--- config.mk ---
export PLATFORM = sky130hd
export DESIGN_NAME = ballot_collector
export DESIGN_NICKNAME = d
export VERILOG_FILES = /design/src/rtl/ballot_collector_pkg.sv /design/src/rtl/ballot_collector_count.sv /design/src/rtl/ballot_collector_decoder.sv /design/src/rtl/ballot_collector.sv
export SDC_FILE = /design/constraint.sdc
export NUM_CORES = 1
export LEC_CHECK = 0
export ABC_AREA = 0
export BUFFER_PORTS_ARGS = -buffer_cell sky130_fd_sc_hd__clkbuf_2
export CORE_MARGIN = 2
export CORE_UTILIZATION = 49
export CTS_CLUSTER_SIZE = 10
export DETAILED_ROUTE_END_ITERATION = 6
export PLACE_DENSITY = 0.89
export RECOVER_POWER = 25
export SYNTH_ARGS = -nofsm -noshare
export SYNTH_HDL_FRONTEND = slang
export SYNTH_SLANG_ARGS = --single-unit
--- constraint.sdc ---
create_clock -name clk -period 2.1 [get_ports clk]
set_input_delay 0.63 -clock clk [delete_from_list [all_inputs] [get_ports clk]]
set_output_delay 0.63 -clock clk [all_outputs]
set_load 0.01 [all_outputs]
--- src/rtl/ballot_collector_pkg.sv ---
// ballot_collector_pkg: FSM state encoding and ballot-bus slot helper shared by the collector.
package ballot_collector_pkg;

    typedef enum logic {
        COLLECT = 1'b0,
        FULL    = 1'b1
    } state_t;

    function automatic int slot_lo(input int idx, input int width);
        return idx * width;
    endfunction

endpackage

--- src/rtl/ballot_collector_count.sv ---
// ballot_collector_count: population count of a W-bit vector.
module ballot_collector_count #(
    parameter int W  = 4,
    parameter int CW = $clog2(W + 1)
) (
    input  logic [W-1:0]  bits,
    output logic [CW-1:0] cnt
);

    always_comb begin
        cnt = '0;
        for (int i = 0; i < W; i++)
            cnt = cnt + CW'(bits[i]);
    end

endmodule

--- src/rtl/ballot_collector_decoder.sv ---
// ballot_collector_decoder: binary index to one-hot decoder.
module ballot_collector_decoder #(
    parameter int N = 2
) (
    input  logic [N-1:0]    idx,
    output logic [2**N-1:0] onehot
);

    assign onehot = {{(2**N-1){1'b0}}, 1'b1} << idx;

endmodule

--- src/rtl/ballot_collector.sv ---
// ballot_collector: gathers one ballot per voter into a bus for the tally stage.
// BALLOT_DUP_REJECT_EN: keep first ballot per voter and pulse dup_err; otherwise last ballot wins.
module ballot_collector
    import ballot_collector_pkg::*;
#(
    parameter int N = 2,
    parameter int M = 2
) (
    input  logic              clk,
    input  logic              rst_n,
    input  logic              in_valid,
    output logic              in_ready,
    input  logic [M-1:0]      in_voter,
    input  logic [N-1:0]      in_cand,
    input  logic              clear,
    output logic [(2**M)*N-1:0] vote,
    output logic              vote_valid,
    input  logic              vote_ack,
    output logic [M:0]        filled,
    output logic              dup_err
);

    localparam int V = 2**M;

    state_t         state;
    logic [V-1:0]   fmap;
    logic [V-1:0]   hot;
    logic [V-1:0]   nxt_map;
    logic           accept;
    logic           dup;
    logic           store;

    ballot_collector_decoder #(.N(M)) u_dec (
        .idx    (in_voter),
        .onehot (hot)
    );

    ballot_collector_count #(.W(V), .CW(M + 1)) u_cnt (
        .bits (fmap),
        .cnt  (filled)
    );

    assign in_ready   = state == COLLECT;
    assign vote_valid = state == FULL;
    assign accept     = in_valid && in_ready;
    assign dup        = |(fmap & hot);
    assign nxt_map    = fmap | hot;

`ifdef BALLOT_DUP_REJECT_EN
    logic dup_q;
    assign dup_err = dup_q;
    assign store   = accept && !dup;
`else
    assign dup_err = 1'b0;
    assign store   = accept;
`endif

    // clear outranks both acceptance and vote_ack, so a coincident ballot is dropped
    always_ff @(posedge clk or negedge rst_n) begin
        if (!rst_n) begin
            state <= COLLECT;
            fmap  <= '0;
            vote  <= '0;
`ifdef BALLOT_DUP_REJECT_EN
            dup_q <= 1'b0;
`endif
        end else if (clear || (state == FULL && vote_ack)) begin
            state <= COLLECT;
            fmap  <= '0;
            vote  <= '0;
`ifdef BALLOT_DUP_REJECT_EN
            dup_q <= 1'b0;
`endif
        end else begin
`ifdef BALLOT_DUP_REJECT_EN
            dup_q <= accept && dup;
`endif
            if (store)
                vote[slot_lo(int'(in_voter), N) +: N] <= in_cand;
            if (accept) begin
                fmap <= nxt_map;
                if (&nxt_map)
                    state <= FULL;
            end
        end
    end

endmodule

== Word-level counts from Yosys, hierarchy flattened ==
Cells that the tools add are included.

* Bits in registers: 13
* Bits in latches: 0
* Bits in writable memories: 0
* Memory bits (read-only): 0
* Bits of input ports: 9
* Output and inout port bits: 14
* Logic and storage cells: 27
* Memories kept: 0

* Add/sub/neg operators: 4
* Multipliers: 0
* Div/mod/pow operators: 0
* Order comparisons: 0
* Eq/ne operators: 0
* Shift-type cells: 3
* Mux-type cells: 8
* Bitwise logic cells: 2
* Reduce and logical (&&, ||, !) cells: 7

{| class="wikitable"
|+ Operators by type and width
! kind !! count
|-
| $neg 3->33 || 1
|-
| $shift 2x33->8 const A || 1
|-
| $shiftx 2x33->8 || 1
|-
| $mux 8 || 2
|-
| $bwmux 8 || 1
|-
| $mux 4 || 2
|-
| $add 3x1->3 || 2
|-
| $or 4x4->4 || 1
|-
| $reduce_and 4->1 || 1
|-
| $reduce_bool 2->1 || 2
|-
| $shl 1x2->4 const A || 1
|-
| $mux 1 || 3
|-
| $add 1x1->2 || 1
|-
| $logic_and 1x1->1 || 2
|-
| $reduce_and 2->1 || 1
|-
| $logic_or 1x1->1 || 1
|-
| $not 1->1 || 1
|}

== Longest topological paths before layout ==
* Word-level depth: 6
* Mapped depth: 5
* Depth with buffers taken out: 5

== Hierarchy ==
From an unflattened synthesis, not the netlist that was laid out.

* Cells, all modules: 84
* Area total of the unflattened synthesis: 784.5 µm²

{| class="wikitable"
|+ Modules (own cells, without submodules)
! module !! times used !! cells each !! area an instance (µm²) !! seq. area each (µm²)
|-
| ballot_collector || 1 || 72 || 694.4 || 325.3
|-
| ballot_collector_count || 1 || 8 || 63.8 || 0.0
|-
| ballot_collector_decoder || 1 || 4 || 26.3 || 0.0
|}

== Worst setup path before layout ==
Ideal clock, no wire load.

* Path kind: register to output
* From: register fmap[0]
* To: output port filled[1]
* Arrival time: 1.346 ns
* Required time: 1.470 ns
* Setup slack: 0.124 ns
* Stages on the path, launching flop included: 4
* Path buffers: 0
* Path through: dfrtp_1 > ha_1 > fa_1 > ha_1

* Longest elaborated chain between the ends: 3

{| class="wikitable"
|+ Ends and longest elaborated chain
! element !! RTL line !! source
|-
| start, declared || ballot_collector.sv:26 || <nowiki>logic [V-1:0] fmap;</nowiki>
|-
| start signal, assigned || ballot_collector.sv:81 || <nowiki>fmap <= nxt_map;</nowiki>
|-
| $add 1x1->2 || ballot_collector_count.sv:13 || <nowiki>cnt = cnt + CW'(bits[i]);</nowiki>
|-
| $add 3x1->3 (2 in a row) || ballot_collector_count.sv:13 ||
|-
| end, declared || ballot_collector.sv:19 || <nowiki>output logic [M:0] filled,</nowiki>
|}

No other way between the ends.

== Worst setup path after layout ==
Same ends and word-level chain as after synthesis.

==> results.md <==
- The run finished, with violations left.
- The checks that failed: setup timing.
- The placement-stage worst setup slack is 0.00238 ns.
- The internal portion of the total power is approximately 0.37 mW.
- The signal on the critical path passes through ha_4, fa_2, ha_4, buf_6.
- The cell area power density is 539 mW/mm².
- Tracing the worst setup path back leads to its startpoint at fmap[0].
- Buffers placed on the I/O ports in this run total 21.
- The data arrival time at the worst-slack endpoint is 1.69 ns.
- The setup check on the worst reg-to-reg path leaves a slack of 0.63 ns.
- Synthesis inferred 13 register bits.
- The first global-routing pass estimated around 2700 µm of wire.
- The endpoint identified for the worst register-to-register timing path is vote[6].
- The tool flagged a number of max-cap violations equal to 0.
- The floorplan step defined a core boundary enclosing around 0.0015 mm².
- The clock skew after layout is 0.00398 ns.
- The via count of the first global-routing pass is around 600.
- The detail route stage leaves a number of antenna-violating nets equal to 0.
- The final routed wirelength across all metal layers is 1640 µm.
- The final layout contains 121 nets.
- The worst setup path is captured at a primary output.
- The last weighted congestion value of the routability-driven placer is 0.782.
- The min-delay analysis places its worst path in the category input pin to asynchronous set/reset pin.
- The initial antenna violation count is 0.
- Derived from the worst setup path, the maximum achievable clock frequency is 430 MHz.
- After synthesis, the mean cell area works out to 10.2 µm².
- The first detailed-routing pass ran for 4 iterations.
- For this run, the slowest stage of the critical path takes 0.42 ns.
- Setup violations remaining at the end of the flow were counted as 3.
- The count of cell types in the netlist is 23.
- The number of cells on the worst reg-to-reg path is 3.
- The repair_antennas step left the layout with diodes totalling 0.
- The share of total power dissipated in sequential elements is 0.504.
- The die is between 40 and 50 µm wide.
- The transition time of the tightest slew-check pin is ~0.73 ns.
- The DRC violation total after the first TritonRoute iteration is 16.
- The post-route total power is 0.518 mW.
- The hold buffer count at CTS is 0.
- For this run the aggregate overflow at the end of global routing stands at 0.
- Buffers inserted during clock tree synthesis total 3.
- The sequential share of the synthesized area is 0.432.
- The layout cell share with drive strength beyond 1 is 0.320.
- The area added between synthesis and finish is 27.7%.
- The TritonCTS clock tree is built.
- In the global route stage, overall resource usage came out at 0.189.
- The routed via count is 643.
- The number of hold violations in the final report is 0.
- The analysis attributes to cell leakage a power of 0.484 nW.
- For this design, the slowest cell found on the critical path is sky130_fd_sc_hd__dfrtp_1.
- For this run, the number of standard cells in the final layout without fillers is 116.
- In the final routed layout, each cell accounts on average for 14.2 µm.
- The clock network power share is 0.312.
- After clock tree synthesis, the clock-pin slew on the worst setup and hold paths is 0.08 ns.
- Synthesis produced a netlist whose cell count is 74.
- The reg-to-reg critical path startpoint is vote_valid.
- The cell count after placement is 109.
- The TritonCTS sink count is 13.
- The vertical die dimension is 43.2 µm.
- The total of warnings raised by yosys is 0.
- The post-synthesis instance area is 753 µm².
- The filler cells instantiated in the layout total 110.
- The relative contribution of combinational cells to total power is 0.183.
- Among the stages of the critical path, the cell type that occurs most often is sky130_fd_sc_hd__ha_4.
- Setup repair after global routing could not meet its margin everywhere.
- For this configuration, the core starts out at a cell density of 0.512.
- The floorplan has 14 rows.
- For this design the top-level I/O count stands at 23.
- The analysis attributes to net switching a power of 0.147 mW.
- The DRC violation count after routing is 0.
- The buffer depth of the longest clock path is 2.
- The final max-slew violation count is 0.
- After legalization and detailed placement, the total HPWL measured 1120 µm.
- The element type at the critical path start is a flip-flop.
- The deepest level of the CTS H-tree is 1.
- The net count after synthesis is 94.
- The final worst-path setup slack is -0.223 ns.
- The die covers 0.00187 mm².
- The maximum VDD drop is roughly 380 µV.
- The relative slew slack is 0.516.
- The switching share of power is 0.283.
- Dividing the final minimum period by the clock period gives 1.11.
- Along the worst path, the maximum fanout reaches 2.
- The largest net degree at the start of global routing is 14.
- CTS placed an instance of sky130_fd_sc_hd__clkbuf_4 at the clock tree root.
- The critical setup path kind is flip-flop to primary output.
- The minimum clock period is around 2.3 ns.
- The per-cell via count in the routed design is 5.54.
- Data on the critical path is required at its endpoint by 1.47 ns.
- The clock insertion delay at the later pin of the skew report is 0.29 ns.
==> power groups by stage <==
stage	Combinational, mW	Clock (mW)	Sequential [mW]
final	0.0950	0.162	0.261
after global routing	0.105	0.170	0.262
after CTS	0.0804	0.161	0.260
after detailed placement	0.0766	0	0.266
after global placement	0.0737	0	0.265
after floorplan	0.0457	0	0.266
==> stage by stage <==
step                setup TNS [ns]  hold WS, ns  utilization  area, µm²
floorplan                        0        0.334            -        753
CTS                         -0.572        0.235        0.620        912
global placement                 0        0.477        0.590        868
global route                -0.537        0.429        0.654        962
finish                      -0.484        0.367        0.654        962
detailed placement               0        0.491        0.590        868
==> cell type report <==
class	count	area, µm²	share of cell area
multi-input combinational	54	423	0.440
sequential	13	325	0.338
timing repair buffer	25	153	0.159
clock buffer	4	26.3	0.0273
tap	16	20.0	0.0208
inverter	4	15.0	0.0156
==> synthesized netlist by cell type <==
library cell	number	share of area
sky130_fd_sc_hd__dfrtp_1	13	0.43
sky130_fd_sc_hd__nand4_1	4	0.033
sky130_fd_sc_hd__clkbuf_2	1	0.0066
sky130_fd_sc_hd__o21ai_0	1	0.0066
sky130_fd_sc_hd__or3_1	1	0.0083
sky130_fd_sc_hd__nand2_1	4	0.020
sky130_fd_sc_hd__inv_1	4	0.020
sky130_fd_sc_hd__fa_1	1	0.027
sky130_fd_sc_hd__o22ai_1	1	0.0083
sky130_fd_sc_hd__a21o_2	1	0.012
sky130_fd_sc_hd__a32o_1	2	0.027
sky130_fd_sc_hd__nor2b_1	2	0.017
sky130_fd_sc_hd__a22o_1	2	0.023
sky130_fd_sc_hd__a21oi_1	12	0.080
sky130_fd_sc_hd__buf_4	1	0.010
sky130_fd_sc_hd__and3b_1	1	0.012
sky130_fd_sc_hd__nor2_1	7	0.035
sky130_fd_sc_hd__buf_2	1	0.0066
sky130_fd_sc_hd__and3_4	1	0.015
sky130_fd_sc_hd__conb_1	1	0.0050
sky130_fd_sc_hd__and4_1	1	0.012
sky130_fd_sc_hd__ha_1	10	0.17
sky130_fd_sc_hd__nand3b_1	2	0.020
==> repair_timing <==
action | 4_1_cts | 5_1_grt
resized for setup | 1 | 8
gates cloned | 0 | 0
setup endpoints to repair | 3 | 3
setup buffers | 2 | 1
pin swaps | 1 | 2
==> registers in the layout, summed over array words and instances, names as in the netlist <==
register / count
vote: 8
fmap: 4
vote_valid: 1
==> critical path: cells and delay by family (launching register included) <==
family | cells | cell delay, ns
adders and majority gates | 3 | 0.89
buffers and inverters | 1 | 0.09
DFF | 1 | 0.42
==> cell usage in the layout (no fill, tap or decap) <==
cell type / Yosys / layout
sky130_fd_sc_hd__o22ai_1: 1 / 1
sky130_fd_sc_hd__a32o_1: 2 / 2
sky130_fd_sc_hd__conb_1: 1 / 1
sky130_fd_sc_hd__inv_1: 4 / 4
sky130_fd_sc_hd__buf_6: 0 / 3
sky130_fd_sc_hd__nand3b_1: 2 / 2
sky130_fd_sc_hd__clkbuf_1: 0 / 2
sky130_fd_sc_hd__clkbuf_2: 1 / 17
sky130_fd_sc_hd__o21ai_0: 1 / 1
sky130_fd_sc_hd__and4_1: 1 / 1
sky130_fd_sc_hd__and3_4: 1 / 1
sky130_fd_sc_hd__nor2b_1: 2 / 2
sky130_fd_sc_hd__ha_1: 10 / 8
sky130_fd_sc_hd__a21o_2: 1 / 1
sky130_fd_sc_hd__fa_2: 0 / 1
sky130_fd_sc_hd__a22o_1: 2 / 2
sky130_fd_sc_hd__or3_1: 1 / 1
sky130_fd_sc_hd__clkbuf_4: 0 / 3
sky130_fd_sc_hd__nand4_1: 4 / 4
sky130_fd_sc_hd__nand2_1: 4 / 4
sky130_fd_sc_hd__and3b_1: 1 / 1
sky130_fd_sc_hd__dfrtp_1: 13 / 13
sky130_fd_sc_hd__ha_4: 0 / 2
sky130_fd_sc_hd__nor2_1: 7 / 7
sky130_fd_sc_hd__a21oi_1: 12 / 12
sky130_fd_sc_hd__buf_4: 1 / 4
==> layer usage <==
layer | part of all wire | wire [µm] | GRT usage
met1 | 0.45 | 741 | 0.257
met2 | 0.48 | 793 | 0.290
met3 | 0.052 | 86 | 0.0426
met4 | 0.013 | 21 | 0.0727
met5 | 0 | 0 | 0
==> how the worst max path moves through the flow <==
| stage | endpoint | slack (ns) | cells past startpoint |
|---|---|---|---|
| floorplan | filled[1] | 0.12 | 3 |
| global placement | filled[1] | 0.05 | 4 |
| detailed placement | filled[1] | 0.002 | 4 |
| CTS | filled[1] | -0.25 | 4 |
| global route | filled[1] | -0.24 | 4 |
| finish | filled[1] | -0.22 | 4 |
==> cells by family (layout without fill, tap and decap cells) <==
group	after synthesis	count (layout)	share of synthesized area
simple gates	23	23	0.171
compound gates	19	19	0.156
flops	13	13	0.432
fa+ha+maj	11	11	0.193
buf+inv	7	33	0.0432
other cells	1	1	0.00498
(Power assumes the default switching activity.)
